--- src/rtl/uart_rx_param.sv ---
// Parametrised UART receiver: synchroniser, start-edge detect, 3-sample majority
// vote, configurable data/parity/stop framing, error flags and valid/ready output.
module uart_rx_param #(
  parameter int unsigned CLKS_PER_BIT = 434,
  parameter int unsigned DATA_BITS    = 8,
  parameter int unsigned PARITY_EN    = 0,
  parameter int unsigned PARITY_ODD   = 0,
  parameter int unsigned STOP_BITS    = 1
) (
  input  logic                 clk,
  input  logic                 rst,
  input  logic                 rx_pin_in,
  input  logic                 rx_ready,
  output logic [DATA_BITS-1:0] rx_data,
  output logic                 rx_valid,
  output logic                 parity_err,
  output logic                 frame_err,
  output logic                 break_det,
  output logic                 overrun_err,
  output logic                 rx_busy
);

  localparam int unsigned MID   = CLKS_PER_BIT / 2;
  localparam int unsigned CNT_W = $clog2(CLKS_PER_BIT);
  localparam int unsigned IDX_W = $clog2(DATA_BITS);

  typedef enum logic [2:0] {IDLE, START, DATA, PARITY, STOP, WAIT_HIGH} state_t;

  state_t state, state_n;

  logic                 sync1, sync2, prev;
  logic [CNT_W-1:0]     cnt;
  logic                 samp_a, samp_b;
  logic [IDX_W-1:0]     idx;
  logic                 stop_idx;
  logic [DATA_BITS-1:0] data_sr;
  logic                 par_bit;
  logic                 done, done_perr, done_ferr, done_brk;

  logic fall, tick, maj, stop_last, frame_end, perr_calc;

  // Line synchroniser and previous-sample flop; idle-high after reset
  always_ff @(posedge clk or posedge rst) begin
    if (rst) begin
      sync1 <= 1'b1;
      sync2 <= 1'b1;
      prev  <= 1'b1;
    end else begin
      sync1 <= rx_pin_in;
      sync2 <= sync1;
      prev  <= sync2;
    end
  end

  assign fall      = prev & ~sync2;
  assign tick      = (state != IDLE) && (state != WAIT_HIGH) && (cnt == CNT_W'(MID + 1));
  assign maj       = (samp_a & samp_b) | (samp_a & sync2) | (samp_b & sync2);
  assign stop_last = (stop_idx == 1'(STOP_BITS - 1));
  assign frame_end = (state == STOP) && tick && (!maj || stop_last);
  assign perr_calc = (PARITY_EN != 0) && ((^data_sr) ^ par_bit ^ (PARITY_ODD != 0));

  always_ff @(posedge clk or posedge rst) begin
    if (rst) state <= IDLE;
    else     state <= state_n;
  end

  always_comb begin
    state_n = state;
    case (state)
      IDLE:      if (fall) state_n = START;
      START:     if (tick) state_n = maj ? IDLE : DATA;
      DATA:      if (tick && (idx == IDX_W'(DATA_BITS - 1)))
                   state_n = (PARITY_EN != 0) ? PARITY : STOP;
      PARITY:    if (tick) state_n = STOP;
      STOP: begin
        // completion at the last stop-bit mid-point so back-to-back frames resync
        if (tick) begin
          if (!maj)           state_n = WAIT_HIGH;
          else if (stop_last) state_n = IDLE;
        end
      end
      WAIT_HIGH: if (sync2) state_n = IDLE;
      default:   state_n = IDLE;
    endcase
  end

  // Bit timer, majority samples and frame assembly
  always_ff @(posedge clk or posedge rst) begin
    if (rst) begin
      cnt       <= '0;
      samp_a    <= 1'b1;
      samp_b    <= 1'b1;
      idx       <= '0;
      stop_idx  <= 1'b0;
      data_sr   <= '0;
      par_bit   <= 1'b0;
      done      <= 1'b0;
      done_perr <= 1'b0;
      done_ferr <= 1'b0;
      done_brk  <= 1'b0;
    end else begin
      done <= 1'b0;
      if (state == IDLE || cnt == CNT_W'(CLKS_PER_BIT - 1)) cnt <= '0;
      else                                                  cnt <= cnt + CNT_W'(1);
      if (cnt == CNT_W'(MID - 1)) samp_a <= sync2;
      if (cnt == CNT_W'(MID))     samp_b <= sync2;

      if (state != DATA)  idx <= '0;
      else if (tick)      idx <= idx + IDX_W'(1);
      if (state == DATA && tick) data_sr <= {maj, data_sr[DATA_BITS-1:1]};

      if (state == IDLE)               par_bit <= 1'b0;
      else if (state == PARITY && tick) par_bit <= maj;

      if (state != STOP) stop_idx <= 1'b0;
      else if (tick)     stop_idx <= ~stop_idx;

      if (frame_end) begin
        done      <= 1'b1;
        done_perr <= perr_calc;
        done_ferr <= ~maj;
        done_brk  <= ~maj & ~stop_idx & (data_sr == '0) & ~par_bit;
      end
    end
  end

  // Output handshake: load on completion when the holding register is free
  always_ff @(posedge clk or posedge rst) begin
    if (rst) begin
      rx_data     <= '0;
      rx_valid    <= 1'b0;
      parity_err  <= 1'b0;
      frame_err   <= 1'b0;
      break_det   <= 1'b0;
      overrun_err <= 1'b0;
      rx_busy     <= 1'b0;
    end else begin
      overrun_err <= 1'b0;
      rx_busy     <= (state_n != IDLE);
      if (done && (!rx_valid || rx_ready)) begin
        rx_data    <= data_sr;
        parity_err <= done_perr;
        frame_err  <= done_ferr;
        break_det  <= done_brk;
        rx_valid   <= 1'b1;
      end else if (done) begin
        overrun_err <= 1'b1;
      end else if (rx_ready) begin
        rx_valid <= 1'b0;
      end
    end
  end

endmodule
--- config.mk ---
export PLATFORM = sky130hd
export DESIGN_NAME = uart_rx_param
export DESIGN_NICKNAME = d
export VERILOG_FILES = /design/src/rtl/uart_rx_param.sv
export SDC_FILE = /design/constraint.sdc
export NUM_CORES = 1
export LEC_CHECK = 0
export BUFFER_PORTS_ARGS = -buffer_cell sky130_fd_sc_hd__buf_2
export CAP_MARGIN = 20
export CORE_ASPECT_RATIO = 0.6
export CORE_MARGIN = 4
export CORE_UTILIZATION = 25
export CTS_CLUSTER_DIAMETER = 120
export CTS_CLUSTER_SIZE = 16
export DETAILED_ROUTE_END_ITERATION = 7
export GPL_TIMING_DRIVEN = 0
export PLACE_DENSITY = 0.4
export SYNTH_ARGS = -nofsm -noshare
export SYNTH_HDL_FRONTEND = slang
export SYNTH_SLANG_ARGS = --single-unit
export TNS_END_PERCENT = 100
--- constraint.sdc ---
create_clock -name clk -period 3.45 [get_ports clk]
set_input_delay 0.1725 -clock clk [delete_from_list [all_inputs] [get_ports clk]]
set_output_delay 0.1725 -clock clk [all_outputs]
set_load 0.05 [all_outputs]
; Word-level counts from Yosys, hierarchy flattened
; Index checks and enable logic that the tools add are counted.
[op_classes]
eq_ne = 14
n_addsub = 2
reduce_logical = 22
muxes = 23
n_bitwise = 13
[ops]
columns = operator, n
row1 = 3-bit 2-to-1 mux, 10
row2 = "9-bit by 8-bit equality test with 1-bit output, second input constant", 3
row3 = 3-bit one-hot mux with 6 select lines, 1
row4 = 1-bit 2-to-1 mux, 10
row5 = "9-bit by 1-bit adder with 9-bit output, second input constant", 1
row6 = "3-bit equality test, second input constant", 3
row7 = "9-bit equality test, second input constant", 1
row8 = 9-bit 2-to-1 mux, 1
row9 = 1-bit logical AND, 8
row10 = 8-bit zero test, 1
row11 = 2-bit nonzero test, 4
row12 = 1-bit bitwise AND, 7
row13 = "3-bit by 2-bit equality test with 1-bit output, second input constant", 2
row14 = "3-bit inequality test, second input constant", 2
row15 = 3-bit nonzero test, 2
row16 = 1-bit NOT, 4
row17 = "3-bit by 1-bit adder with 3-bit output, second input constant", 1
row18 = "3-bit by 1-bit equality test with 1-bit output, second input constant", 1
row19 = 3-bit zero test, 1
row20 = 1-bit logical OR, 3
row21 = "3-bit by 2-bit inequality test with 1-bit output, second input constant", 1
row22 = 1-bit zero test, 2
row23 = 2-bit 2-to-1 mux, 1
row24 = "2-bit by 1-bit inequality test with 1-bit output, second input constant", 1
row25 = 2 further kinds, 3
[word_totals]
register_bits = 46
word_cells = 94

; Logic depth before layout (Yosys ltp)
[depth]
word_depth = 7
depth_mapped = 6

; Worst setup path after synthesis
; OpenSTA, ideal clock, no wires.
[synth_timing]
path_kind = reg2reg
startpoint = reg rx_valid
endpoint = reg frame_err
slack_ns = 1.788
n_path_buf = 1
synth_period_minus_slack_ns = 1.662
t_arrival_ns = 1.538
t_required_ns = 3.325
path_stages_with_launch = 5
path_cell_list = dfrtp_1 -> nand2b_1 -> nand2_1 -> clkbuf_1 -> mux2_2
[synth_between]
elab_chain_len = 3
[synth_rtl]
columns = element, line_no
row1 = "start, declared", 15  ; output logic rx_valid,
row2 = "start signal, assigned", 131  ; rx_valid <= 1'b0;
row3 = "start signal, assigned", 145  ; rx_valid <= 1'b1;
row4 = "start signal, assigned", 149  ; rx_valid <= 1'b0;
row5 = 1-bit zero test, 140  ; if (done && (!rx_valid || rx_ready)) begin
row6 = 1-bit logical OR, 140
row7 = 1-bit logical AND, 140
row8 = "end signal, assigned", 143  ; frame_err <= done_ferr;
row9 = "end, declared", 17  ; output logic frame_err,
; Every way passes these cells.
; A chain may end at the register's enable or synchronous reset.

; Worst setup path after layout
[layout_timing]
startpoint = reg cnt[4]
endpoint = reg rx_busy
[layout_between]
elab_chain_len = 6
word_cells_on_any_way = 9
cone_classes = 1 x eq/ne / 5 x mux / 3 x reduce/logical
[layout_rtl]
columns = element, line_no
row1 = "start, declared", 32  ; logic [CNT_W-1:0] cnt;
row2 = "start signal, assigned", 104  ; else cnt <= cnt + CNT_W'(1);
row3 = 9-bit by 8-bit equality test with 1-bit output *, 56  ; assign tick = (state != IDLE) && (state != WAIT_HIGH) && (cnt == CNT_W'(MID + 1));
row4 = 1-bit logical AND *, 56
row5 = 1-bit logical AND, 72  ; DATA: if (tick && (idx == IDX_W'(DATA_BITS - 1)))
row6 = 3-bit 2-to-1 mux, 72
row7 = 3-bit one-hot mux with 6 select lines *, 69  ; case (state)
row8 = 3-bit nonzero test *, 139  ; rx_busy <= (state_n != IDLE);
row9 = "end signal, assigned", 139
row10 = "end, declared", 20  ; output logic rx_busy
; Every way passes the cells marked *; elsewhere a longest branch is shown, timed or not.

==> metrics list <==
- The later pin in the worst-skew pair is clocked with a latency of 0.28 ns.
- The sequential cells in the finished layout cover a total of 1160 um2.
- Most congested layer reported by global routing: met1
- Critical path cell sequence: and4b_1, buf_2, and3_1, buf_6, a221oi_1, nand4_1
- Post-synthesis cell count: 174
- Number of enable flip-flop cells after synthesis: 0
* Synth top area cells: dfrtp_1, mux2_2, dfstp_2, ha_1, nor2_1
* Arrival time of data at the critical path endpoint: 1.95 ns
* Core outline area: 7950 um2
- Wire length of the first global-routing pass: 6920 um
- Of the post-synthesis cell area, the dominant cell type holds 0.499.
* Vias after detailed routing: 1316
* Proportion of layout cells with a drive suffix above 1: 0.292
* Startpoint type of the worst setup path: flip-flop
- At the end of the flow, the number of nets in the layout was 211.
* Worst-margin pin slew: 0.568 ns
* Clk_skew: 0.00387 ns
* Highest net fanout along the worst path: 7
- TritonCTS created 5 clock buffers.
* RSZ-0062 raised after global routing: no
- VDD sags by at most 263 uV.
* Drt via density: 4.25
- Number of placed cells counting well taps: 300
- In this design, the stage delay of the slowest critical-path cell is 0.44 ns.
- Most numerous cell types in the synthesized netlist: dfrtp_1, mux2_2, nor2_1
* Post-detailed-placement half-perimeter wirelength: 2980 um
- Synthesized net count: 184
- Post-synth top flop: dfrtp_1
- STA puts the critical path data required time at 3.59 ns.
- Distinct cells, synth: 37
- Derived from the worst setup path, the maximum achievable clock frequency is 0.554 GHz.
* Proportion of synthesized chip area in sequential cells: 0.563
* Synthesized flop and latch total: 46
* Number of hold violations in the final report: 0
* Final max-slew violation count: 0
- The critical path contains buffers and inverters numbering 2 combined.
- Of all cell types, the one taking the most synthesized area is dfrtp_1.
- RD Place Congestion: 0.741
- During I/O placement, the number of pins put on the boundary was 18.
- The layout has 810 filler cells.
- Share of flip-flops with an asynchronous set or reset after synthesis: 1.00
* Clock tree from TritonCTS: done
- In this run the deepest clock path goes through 2 buffers.
* Horiz. Die Dim: 125 um
- The average instance in the mapped netlist occupies 11.8 um2.
- The completed layout was analyzed and its total power is 1.41 mW.
* Outcome: complete, no violations
* Worst hold margin: 0.181 ns
- For met3 alone, demand over resource in global routing was 0.0374.
* Final routed DRC violation total: 0
- Entering global routing, the biggest net connects 31 pins.
- Final routed wire length divided by cell count: 13.0 um
- Post_cts resized: 0
- Worst setup margin: 1.64 ns
- Of the available clock period, the critical path in the final layout requires 0.523.
- Number of antenna violations at the first check in global routing: 0
- The tree is rooted in a clkbuf_16.
- Count of input and output buffers: 16
- Placement-stage cell area: 2300 um2
* Final worst path period need: 1.81 ns
- Core occupancy in the finished layout: 0.317
* Number of global-route vias before repair: 1268
* Leakage power of the design: 1.19 nW
- Starting density of the core: 0.259
- Synthesized area: 2060 um2
* Cell with the biggest individual delay on the critical path: dfrtp_1
- Setup-failing EPs final: 0
- For this run, the number of Yosys warnings is 0.
- In the global route stage, overall resource usage came out at 0.0905.
* Post-placement worst setup slack: 1.65 ns
- The worst setup path is captured at a flip-flop.
- After routing, the total negative slack on setup checks comes to 0 ns.
- The die is 78.2 um tall.
* Area overhead of the layout relative to synthesis: 22.3%
* Clock input transition at the sequential cells of the worst setup and hold paths: 0.06 ns
- Power Density: 562 nW/um2
- Dominant cell by count in the synthesized netlist: dfrtp_1
- The cell family contributing the most delay on the critical path is simple AND/OR/NAND/NOR gates.
* Met1 demand-to-capacity share in global routing: 0.150
- Met2 track utilization from global routing: 0.103
- Class of the tightest hold or removal check: primary input to flip-flop
- Number of design-rule violations left by the first detailed-router iteration: 54
- In this run the remaining antenna-violating nets after routing total 0.
- For this run the aggregate overflow at the end of global routing stands at 0.
- In this run the post-CTS setup repair buffer count came out at 0.
* Worst relative slew slack: 0.621
- The tool flagged a number of max-cap violations equal to 0.
- ANT cells: 0
- Number of standard cells in the layout, taps in and fillers out: 310
- The multi-input combinational cells in the finished layout cover a total of 818 um2.
- The die covers 9790 um2.
- Max H-tree Level: 2
* Total of hold buffers inserted after clock tree synthesis: 2
* Clock sink count: 46
- After floorplanning, the core was divided into 25 placement rows.
* Startpoint-to-endpoint class of the critical path: flip-flop to flip-flop
- Length of the first detailed-routing pass in iterations: 4
- With fillers left out, the area of the finished cells amounts to 2510 um2.
- The final layout contains routed wiring with a total length of 4030 um.
==> report_power, final <==
| group | switching [mW] | internal (mW) | leakage, nW |
|---|---|---|---|
| sequential | 0.0484 | 0.573 | 0.611 |
| combinational | 0.0921 | 0.0654 | 0.486 |
| clock | 0.200 | 0.435 | 0.0971 |
==> registers in the layout, indices dropped and copies added, names as in the netlist, 3 cells and up <==
register  flops
cnt           9
data_sr       8
rx_data       8
idx           3
state         3
==> path summary, 6_finish.rpt <==
check | start | endpoint | slack (ns) | cells past startpoint
max in group asynchronous | rst | prev | 2.48 | 4
min reg2reg | sync1 | sync2 | 0.36 | 0
max reg2reg | cnt[4] | rx_busy | 1.64 | 6
max | cnt[4] | rx_busy | 1.64 | 6
min in group asynchronous | rst | cnt[8] | 0.41 | 3
min | rx_ready | overrun_err | 0.18 | 3
==> worst register-to-register path, stage by stage, from the launching register on <==
cell	delay [ns]
dfrtp_1	0.44
and4b_1	0.23
buf_2	0.15
and3_1	0.18
buf_6	0.14
a221oi_1	0.36
nand4_1	0.16
==> kinds of logic after synthesis <==
family	Yosys count	synth area share
multiplexers	19	0.104
adder cells (fa/ha/maj)	7	0.0414
other	1	0.00182
AO/OA/AOI/OAI	17	0.0530
flip-flops	46	0.563
buffers and inverters	15	0.0389
XOR/XNOR	9	0.0383
AND/OR/NAND/NOR	60	0.159
==> layout by cell type, fill, tap and decap left out, drive strengths merged, types with 2 or more instances in the layout <==
cell / Yosys / routed
dfrtp: 41 / 41
buf: 5 / 23
mux2: 19 / 19
nor2: 17 / 17
nand2: 10 / 10
inv: 9 / 9
nand3: 9 / 9
xnor2: 7 / 7
clkbuf: 1 / 7
nand2b: 6 / 6
a21oi: 6 / 6
ha: 6 / 6
nand4: 5 / 5
dfstp: 5 / 5
o21ai: 4 / 4
and3: 3 / 3
xor2: 2 / 2
nor3: 2 / 2
nor4: 2 / 2
bufinv: 0 / 2
dlygate4sd3: 0 / 2
nor3b: 2 / 2
==> final cells by class <==
| class | instances | area share |
|---|---|---|
| Clock inverter | 2 | 0.0239 |
| Sequential cell | 46 | 0.460 |
| Timing Repair Buffer | 20 | 0.0498 |
| Buffer | 6 | 0.0184 |
| Multi-Input combinational cell | 113 | 0.325 |
| Tap cell | 108 | 0.0537 |
| Inverter | 9 | 0.0134 |
| Clock buffer | 6 | 0.0552 |
==> per-layer routing <==
| layer | part of all wire | vias to the layer above |
|---|---|---|
| li1 | - | 654 |
| met1 | 0.62 | 642 |
| met2 | 0.33 | 18 |
| met3 | 0.042 | 2 |
| met4 | 0.0064 | 0 |
| met5 | 0 | - |
(Power assumes the default switching activity.)
